[src/rtl/button_conditioner.sv]
// button_conditioner: synchronises, debounces and edge/auto-repeat conditions three push buttons
//   clk         pixel clock, the only clock
//   reset       asynchronous active-high reset
//   but_raw     raw pins, bit0=but1 .. bit2=but3 (polarity set by ACTIVE_LOW)
//   but_level   debounced state, 1 = pressed
//   but_press   one-cycle pulse on debounced press and on each auto-repeat
//   but_release one-cycle pulse on debounced release
module button_conditioner #(
  parameter int ACTIVE_LOW      = 1,
  parameter int DEBOUNCE_CYCLES = 315000,
  parameter int REPEAT_DELAY    = 15750000,
  parameter int REPEAT_PERIOD   = 3150000
) (
  input  logic       clk,
  input  logic       reset,
  input  logic [2:0] but_raw,
  output logic [2:0] but_level,
  output logic [2:0] but_press,
  output logic [2:0] but_release
);
  localparam int DW   = $clog2(DEBOUNCE_CYCLES + 1);
  localparam int RMAX = REPEAT_DELAY > REPEAT_PERIOD ? REPEAT_DELAY : REPEAT_PERIOD;
  localparam int RW   = $clog2(RMAX + 1);
  localparam logic [DW-1:0] DC_LAST = DW'(DEBOUNCE_CYCLES - 1);
  localparam logic [RW-1:0] RD_LAST = RW'(REPEAT_DELAY > 0 ? REPEAT_DELAY - 1 : 0);
  localparam logic [RW-1:0] RP_LAST = RW'(REPEAT_PERIOD - 1);
  typedef enum logic [1:0] {OFF, DELAY, RUN} state_t;
  logic [2:0] w_n, r_s1, r_s2, w_level, w_rise, w_fall, w_rep;
  logic [2:0] r_press, r_release;
  assign w_n         = ACTIVE_LOW != 0 ? ~but_raw : but_raw;
  assign but_level   = w_level;
  assign but_press   = r_press;
  assign but_release = r_release;
  // Pulses are registered from the same condition that updates the level,
  // so they rise on the very edge the level changes.
  always_ff @(posedge clk or posedge reset) begin
    if (reset) begin
      r_s1      <= '0;
      r_s2      <= '0;
      r_press   <= '0;
      r_release <= '0;
    end else begin
      r_s1      <= w_n;
      r_s2      <= r_s1;
      r_press   <= w_rise | w_rep;
      r_release <= w_fall;
    end
  end
  for (genvar g = 0; g < 3; g++) begin : g_ch
    logic [DW-1:0] r_dcnt;
    logic [RW-1:0] r_rcnt, w_rcnt_nx;
    state_t        r_state, w_state_nx;
    logic          r_lvl, w_chg, w_done, w_rp;
    assign w_chg     = r_s2[g] != r_lvl;
    assign w_done    = w_chg && r_dcnt == DC_LAST;
    assign w_rise[g] = w_done && r_s2[g];
    assign w_fall[g] = w_done && !r_s2[g];
    assign w_rep[g]  = w_rp;
    assign w_level[g] = r_lvl;
    always_ff @(posedge clk or posedge reset) begin
      if (reset) begin
        r_dcnt  <= '0;
        r_lvl   <= 1'b0;
        r_rcnt  <= '0;
        r_state <= OFF;
      end else begin
        r_dcnt  <= (!w_chg || w_done) ? '0 : r_dcnt + 1'b1;
        r_lvl   <= w_done ? r_s2[g] : r_lvl;
        r_rcnt  <= w_rcnt_nx;
        r_state <= w_state_nx;
      end
    end
    // Release wins over any repeat due in the same cycle.
    always_comb begin
      w_state_nx = r_state;
      w_rcnt_nx  = r_rcnt + 1'b1;
      w_rp       = 1'b0;
      if (w_fall[g]) begin
        w_state_nx = OFF;
        w_rcnt_nx  = '0;
      end else if (r_state == OFF) begin
        w_rcnt_nx  = '0;
        w_state_nx = (w_rise[g] && REPEAT_DELAY != 0) ? DELAY : OFF;
      end else if (r_state == DELAY && r_rcnt == RD_LAST) begin
        w_state_nx = RUN;
        w_rcnt_nx  = '0;
        w_rp       = 1'b1;
      end else if (r_state == RUN && r_rcnt == RP_LAST) begin
        w_rcnt_nx  = '0;
        w_rp       = 1'b1;
      end
    end
  end
endmodule
[config.mk]
export PLATFORM = sky130hd
export DESIGN_NAME = button_conditioner
export DESIGN_NICKNAME = d
export VERILOG_FILES = /design/src/rtl/button_conditioner.sv
export SDC_FILE = /design/constraint.sdc
export NUM_CORES = 1
export LEC_CHECK = 0
export CAP_MARGIN = 5
export CORE_MARGIN = 1.5
export CORE_UTILIZATION = 65
export CTS_BUF_LIST = sky130_fd_sc_hd__clkbuf_8
export DETAILED_ROUTE_END_ITERATION = 7
export PLACE_DENSITY = 0.86
export SLEW_MARGIN = 20
export SYNTH_ARGS = -nofsm -noshare
export SYNTH_HDL_FRONTEND = slang
export SYNTH_SLANG_ARGS = --single-unit
[constraint.sdc]
create_clock -name clk -period 7.1 [get_ports clk]
set_clock_uncertainty 0.15 [all_clocks]
set_input_delay 1.42 -clock clk [delete_from_list [all_inputs] [get_ports clk]]
set_output_delay 1.42 -clock clk [all_outputs]
set_load 0.005 [all_outputs]
==> out/summary.txt, run 1 <==
status = complete, no violations
Routed Antenna Nets = 0
RD Place Congestion = 0.852
fin crit share = 43.2%
die height = 109 um
Reg power frac = 56.8%
cts hold-fix bufs = 0
GRT overflow = 0
Synth top area share = 51.6%
final setup margin = 4.03 ns
crit end category = primary output
XOR/XNOR share of the synthesized area = 14.3%
antenna cells = 0
fraction of registers with async set/reset = 100%
Crit Path Max Fanout = 7
area grow syn2layout = 8.16%
CTS H-tree depth = 4
crit path launch type = flop
setup bufs post-CTS = 0
Clock transition at path regs = 0.07 ns
Starting Density = 66.8%
register area share after synthesis = 51.6%
Finish-stage setup viols = 0
HP Class = reg -> reg
Core Area = 10,900 um2
Critical Path AT = 1.50 ns
Worst Hold Depth = 0
Critical R2R Launch = g_ch[1].r_dcnt[0]
pwr dens = 194 nW/um2
HP Start = r_s1[1]
initial antenna violation count = 0
Yosys Warn Count = 0
largest family of logic cells by synthesized area = simple AND/OR/NAND/NOR gates
Logic pwr share = 2.2%
Buf/Inv on CP = 1
GRT Resource Usage Total = 25.6%
crit path time final = 3.07 ns
clk sinks = 150
Initial DRC Count = 365
Mapped Avg Cell Area = 9.83 um2
Post-Syn Nets = 751
Reg2Reg Depth = 6
CP max stage cell = clkdlybuf4s50_1
sw power = 0.335 mW
post-synth top area cell = dfrtp_1
Cell variety after synth = 47
Clock Latency Late Sink = 0.46 ns
setup TNS = 0 ns
Cell Rows = 38
RSZ-0062 raised after global routing = false
fraction of layout cells with a size suffix above 1 = 5.22%
largest net degree at the start of global routing = 95
# nets final = 766
total die area = 11,800 um2
dominant synthesized flop cell = dfrtp_1
critical path, cell by cell = clkdlybuf4s50_1
vias per cell = 5.81
Commonest cells post-synth = nor2_1 (162), dfrtp_1 (150), xor2_1 (74)
Yosys reg bits = 150
WL/cell = 15.1 um
clock root cell = clkbuf_8
most common cell in the synthesized netlist = nor2_1
Simple-Gate Fraction of Synth Area = 28.2%
switching share of power = 22.0%
Cells after Synth = 740
PortBufs = 13
Final Slew Violations = 0
Slew @ Worst Pin = 0.905 ns
Hold EP = r_s2[1]
Post-synth EDFFs = 0
final hold viol count = 0
cts bufs inserted = 17
Cell Area, Synth = 7270 um2
Clock power frac = 40.9%
Peak VDD IR = 0.179 mV
# IOs = 14
Slew HR = 39.2%
main area contributors after synthesis = dfrtp_1 (52%), xor2_1 (8.9%), nor2_1 (8.4%), xnor2_1 (5.4%), nand3_1 (3.5%)
WL final = 13.7 mm
TritonCTS clock tree = built
post-synthesis adder-cell area fraction = 1.03%
cell family with most CP delay = buffers and inverters
capturing point of the worst reg2reg path = g_ch[1].r_rcnt[15]
Leak Pwr = 3.28 nW
HPWL Detailed = 9.05 mm
pre-CTS setup slack = 3.69 ns
drc violations = 0
routed via count = 5,271
length of the first detailed-routing pass in iterations = 5
crit path kind = reg -> out
Critical Path RT = 5.53 ns
register-to-register setup slack = 4.35 ns
post_cts resized = 0
Synth Area in Compound Gates = 2.51%
first-pass GRT wire length = 23.5 mm
mux cell area share after synthesis = 0%
max-capacitance violation count = 0
Max Freq = 326 MHz
vias in the first global route = 5,220
CP peak stage delay = 0.56 ns
Max clock buf depth = 2
Chip Width = 109 um
internal power = 1.19 mW
-- registers in the layout, summed over array words and instances (netlist names) --
register      count
g_ch.r_lvl        3
but_press         3
g_ch.r_dcnt      57
but_release       3
r_s1              3
g_ch.r_rcnt      72
g_ch.r_state      6
r_s2              3
-- cell families after synthesis --
logic type,count (synthesis)
adders and majority gates,6
and+or+nand+nor,407
buffers and inverters,36
xor gates and xnor gates,119
DFF,150
AOI/OAI and AO/OA,22
-- routing by layer --
layer / vias to the layer above / track usage, % / wire length [um]
li1: 2573 / - / -
met3: 22 / 7.35 / 479
met1: 2578 / 32.1 / 6070
met4: 0 / 9.30 / 188
met5: - / 0 / 0
met2: 98 / 42.5 / 6970
-- through the flow --
stage | cells | util [%] | cell area, um2 | hold slack [ns] | power (mW)
3_5_place_dp | 876 | 68.8 | 7490 | 0.186 | 0.916
6_report | 907 | 72.2 | 7860 | 0.201 | 1.52
5_1_grt | 907 | 72.2 | 7860 | 0.210 | 1.58
2_1_floorplan | 740 | - | 7270 | 0.181 | 0.905
4_1_cts | 907 | 72.2 | 7860 | 0.201 | 1.54
3_3_place_gp | 876 | 68.8 | 7490 | 0.184 | 0.914
-- final cells by class --
| type | count | area (um2) |
|---|---|---|
| inverter | 18 | 72.6 |
| clock buffer | 19 | 262 |
| sequential | 150 | 3750 |
| clock inverter | 12 | 113 |
| tap | 140 | 175 |
| timing repair buffer | 14 | 138 |
| multi-input combinational | 554 | 3350 |
| fill | 767 | 3020 |
-- how the worst max path moves through the flow --
stage	end	cells after the start	slack [ns]	start
2_1_floorplan	but_press[0]	1	1.49	reset
3_3_place_gp	g_ch[0].r_rcnt[17]	3	3.71	reset
3_5_place_dp	g_ch[0].r_dcnt[15]	3	3.69	reset
4_1_cts	but_level[0]	1	4.00	g_ch[0].r_lvl
5_1_grt	g_ch[0].r_rcnt[9]	3	3.97	reset
6_report	but_level[0]	1	4.03	g_ch[0].r_lvl
-- power groups by stage --
stage / sequential, mW / clock (mW) / combinational, mW
3_5_place_dp: 0.882 / 0 / 0.0341
5_1_grt: 0.866 / 0.676 / 0.0395
6_report: 0.866 / 0.624 / 0.0338
2_1_floorplan: 0.881 / 0 / 0.0242
3_3_place_gp: 0.882 / 0 / 0.0327
4_1_cts: 0.866 / 0.640 / 0.0350
-- cells in the final DEF, fill, tap and decap left out, drive strengths merged, types with 19 or more instances in the layout --
master	synthesis	routed
nand4	37	37
xnor2	45	45
clkbuf	6	19
nand3	51	51
and3	28	28
nand2	53	53
inv	18	20
dfrtp	150	150
nor2	162	162
xor2	74	74
No activity file was read; power rests on OpenSTA's default activity.
==> run 2: changes to the inputs <==
--- a/config.mk
+++ b/config.mk
@@ -7,10 +7,10 @@
 export LEC_CHECK = 0
 export CAP_MARGIN = 5
 export CORE_MARGIN = 1.5
-export CORE_UTILIZATION = 65
+export CORE_UTILIZATION = 58
 export CTS_BUF_LIST = sky130_fd_sc_hd__clkbuf_8
 export DETAILED_ROUTE_END_ITERATION = 7
-export PLACE_DENSITY = 0.86
+export PLACE_DENSITY = 0.81
 export SLEW_MARGIN = 20
 export SYNTH_ARGS = -nofsm -noshare
 export SYNTH_HDL_FRONTEND = slang
==> constraint.sdc (replaced) <==
create_clock -name clk -period 2.65 [get_ports clk]
set_clock_uncertainty 0.15 [all_clocks]
set_input_delay 0.53 -clock clk [delete_from_list [all_inputs] [get_ports clk]]
set_output_delay 0.53 -clock clk [all_outputs]
set_load 0.005 [all_outputs]
==> out/summary.txt, run 2 (same netlist as run 1, synthesis figures left out) <==
status = complete, no violations (unchanged)
CP peak stage delay = 0.53 ns (was 0.56 ns)
Max Freq = 407 MHz
vias in the first global route = 5,350 (was 5,220)
Fillers = 965 (was 767)
post_cts resized = 0 (unchanged)
Slew HR = 48.3% (was 39.2%)
RD Place Congestion = 0.863 (was 0.852)
clock root cell = clkbuf_8 (unchanged)
Worst Hold Depth = 0 (unchanged)
Hold WS = 0.207 ns (was 0.201 ns)
length of the first detailed-routing pass in iterations = 5 (unchanged)
Critical Path AT = 2.69 ns (was 1.50 ns)
Crit Path Max Fanout = 4 (was 7)
crit path kind = reg -> reg (was reg -> out)
largest net degree at the start of global routing = 51 (was 95)
biggest regs = g_ch.r_rcnt: 72 flops, g_ch.r_dcnt: 57 flops, g_ch.r_state: 6 flops (unchanged)
routed via count = 5,373 (was 5,271)
TritonCTS clock tree = built (unchanged)
Peak VDD IR = 0.342 mV (was 0.179 mV)
PortBufs = 13 (unchanged)
most frequent cells in the layout = nor2_1 (162), dfrtp_1 (150), xor2_1 (74), nand2_1 (53), nand3_1 (51) (unchanged)
CP max stage cell = or4_4 (was clkdlybuf4s50_1)
Largest Register = g_ch.r_rcnt (unchanged)
HP Class = reg -> reg (unchanged)
fin crit share = 92.6%
final setup margin = 0.196 ns (was 4.03 ns)
initial antenna violation count = 0 (unchanged)
cts bufs inserted = 17 (unchanged)
pre-CTS setup slack = 0.239 ns (was 3.69 ns)
setup bufs post-CTS = 0 (unchanged)
Max clock buf depth = 2 (unchanged)
crit end category = flop (was primary output)
Clock Latency Late Sink = 0.45 ns (was 0.46 ns)
critical path, cell by cell = ha_1, nand4_1, or4_4, or3_1, or4b_1, nand2_1 (was clkdlybuf4s50_1)
Starting Density = 60.0% (was 66.8%)
Chip Width = 115 um (was 109 um)
Reg2Reg Depth = 6 (unchanged)
vias per cell = 5.69 (was 5.81)
CTS H-tree depth = 4 (unchanged)
GRT Resource Usage Total = 22.6% (was 25.6%)
final hold viol count = 0 (unchanged)
Largest register FFs = 72 (unchanged)
Initial DRC Count = 297 (was 365)
Leak Pwr = 3.36 nW (was 3.28 nW)
# nets final = 776 (was 766)
cts hold-fix bufs = 0 (unchanged)
RSZ-0062 raised after global routing = false (unchanged)
pwr dens = 512 nW/um2 (was 194 nW/um2)
area grow syn2layout = 10.4% (was 8.16%)
Slew @ Worst Pin = 0.769 ns (was 0.905 ns)
total die area = 13,200 um2 (was 11,800 um2)
crit path launch type = flop (unchanged)
Routed Antenna Nets = 0 (unchanged)
Critical Path RT = 2.88 ns (was 5.53 ns)
Core Area = 12,100 um2 (was 10,900 um2)
clk sinks = 150 (unchanged)
HPWL Detailed = 9.23 mm (was 9.05 mm)
commonest non-fill, non-tap cell in the layout = nor2_1 (unchanged)
Final Slew Violations = 0 (unchanged)
Cell Rows = 40 (was 38)
max-capacitance violation count = 0 (unchanged)
first-pass GRT wire length = 23.7 mm (was 23.5 mm)
antenna cells = 0 (unchanged)
Clock transition at path regs = 0.07 ns (about the same)
Finish-stage setup viols = 0 (unchanged)
drc violations = 0 (unchanged)
die height = 115 um (was 109 um)
# IOs = 14 (unchanged)
register area = 3750 um2 (unchanged)
Tot Pwr = 4.11 mW (was 1.52 mW)
setup TNS = 0 ns (unchanged)
fraction of layout cells with a size suffix above 1 = 6.44% (was 5.22%)
WL/cell = 14.1 um (was 15.1 um)
footprint of the multi-input gates = 3350 um2 (about the same)
crit path time final = 2.45 ns
GRT overflow = 0 (unchanged)
WL final = 13.3 mm (was 13.7 mm)
-- run 2: report_power, final --
group	leakage [nW]	switching, mW	internal [mW]
logic	1.07	0.0696	0.0306
clock network	0.209	0.795	0.891
registers	2.08	0.0171	2.30
total	3.36	0.882	3.23
-- run 2: cell type report --
cell class	instances	area share [%]
Clock inverter	11	1.34
Multi-Input combinational cell	554	41.7
Sequential cell	150	46.8
Clock buffer	20	3.43
Tap cell	168	2.62
Inverter	18	0.888
Timing Repair Buffer	24	3.27
-- run 2: critical path: cells and delay by family (launching register included) --
family	cells	cell delay (ns)
and+or+nand+nor	5	1.62
DFF	1	0.40
adders and majority gates	1	0.22
-- run 2: layer usage --
layer	GRT usage, %	part of all wire [%]
met2	39.5	51
met3	5.17	3.6
met5	0	0
met1	27.5	44
met4	8.56	1.4
-- run 2: path summary, 6_finish.rpt --
check,slack [ns],endpoint,startpoint
min in group asynchronous,0.38,g_ch[2].r_dcnt[7],reset
min,0.21,r_s2[1],r_s1[1]
max reg2reg,0.20,g_ch[1].r_state[0],g_ch[1].r_dcnt[0]
min reg2reg,0.21,r_s2[1],r_s1[1]
max in group asynchronous,1.33,g_ch[0].r_rcnt[10],reset
max,0.20,g_ch[1].r_state[0],g_ch[1].r_dcnt[0]
-- run 2: per-stage QoR --
step	util, %	std cells	area (um2)
floorplan	-	740	7270
global placement	63.1	914	7640
detailed placement	63.1	914	7640
CTS	66.3	945	8030
global route	66.3	945	8030
finish	66.3	945	8030
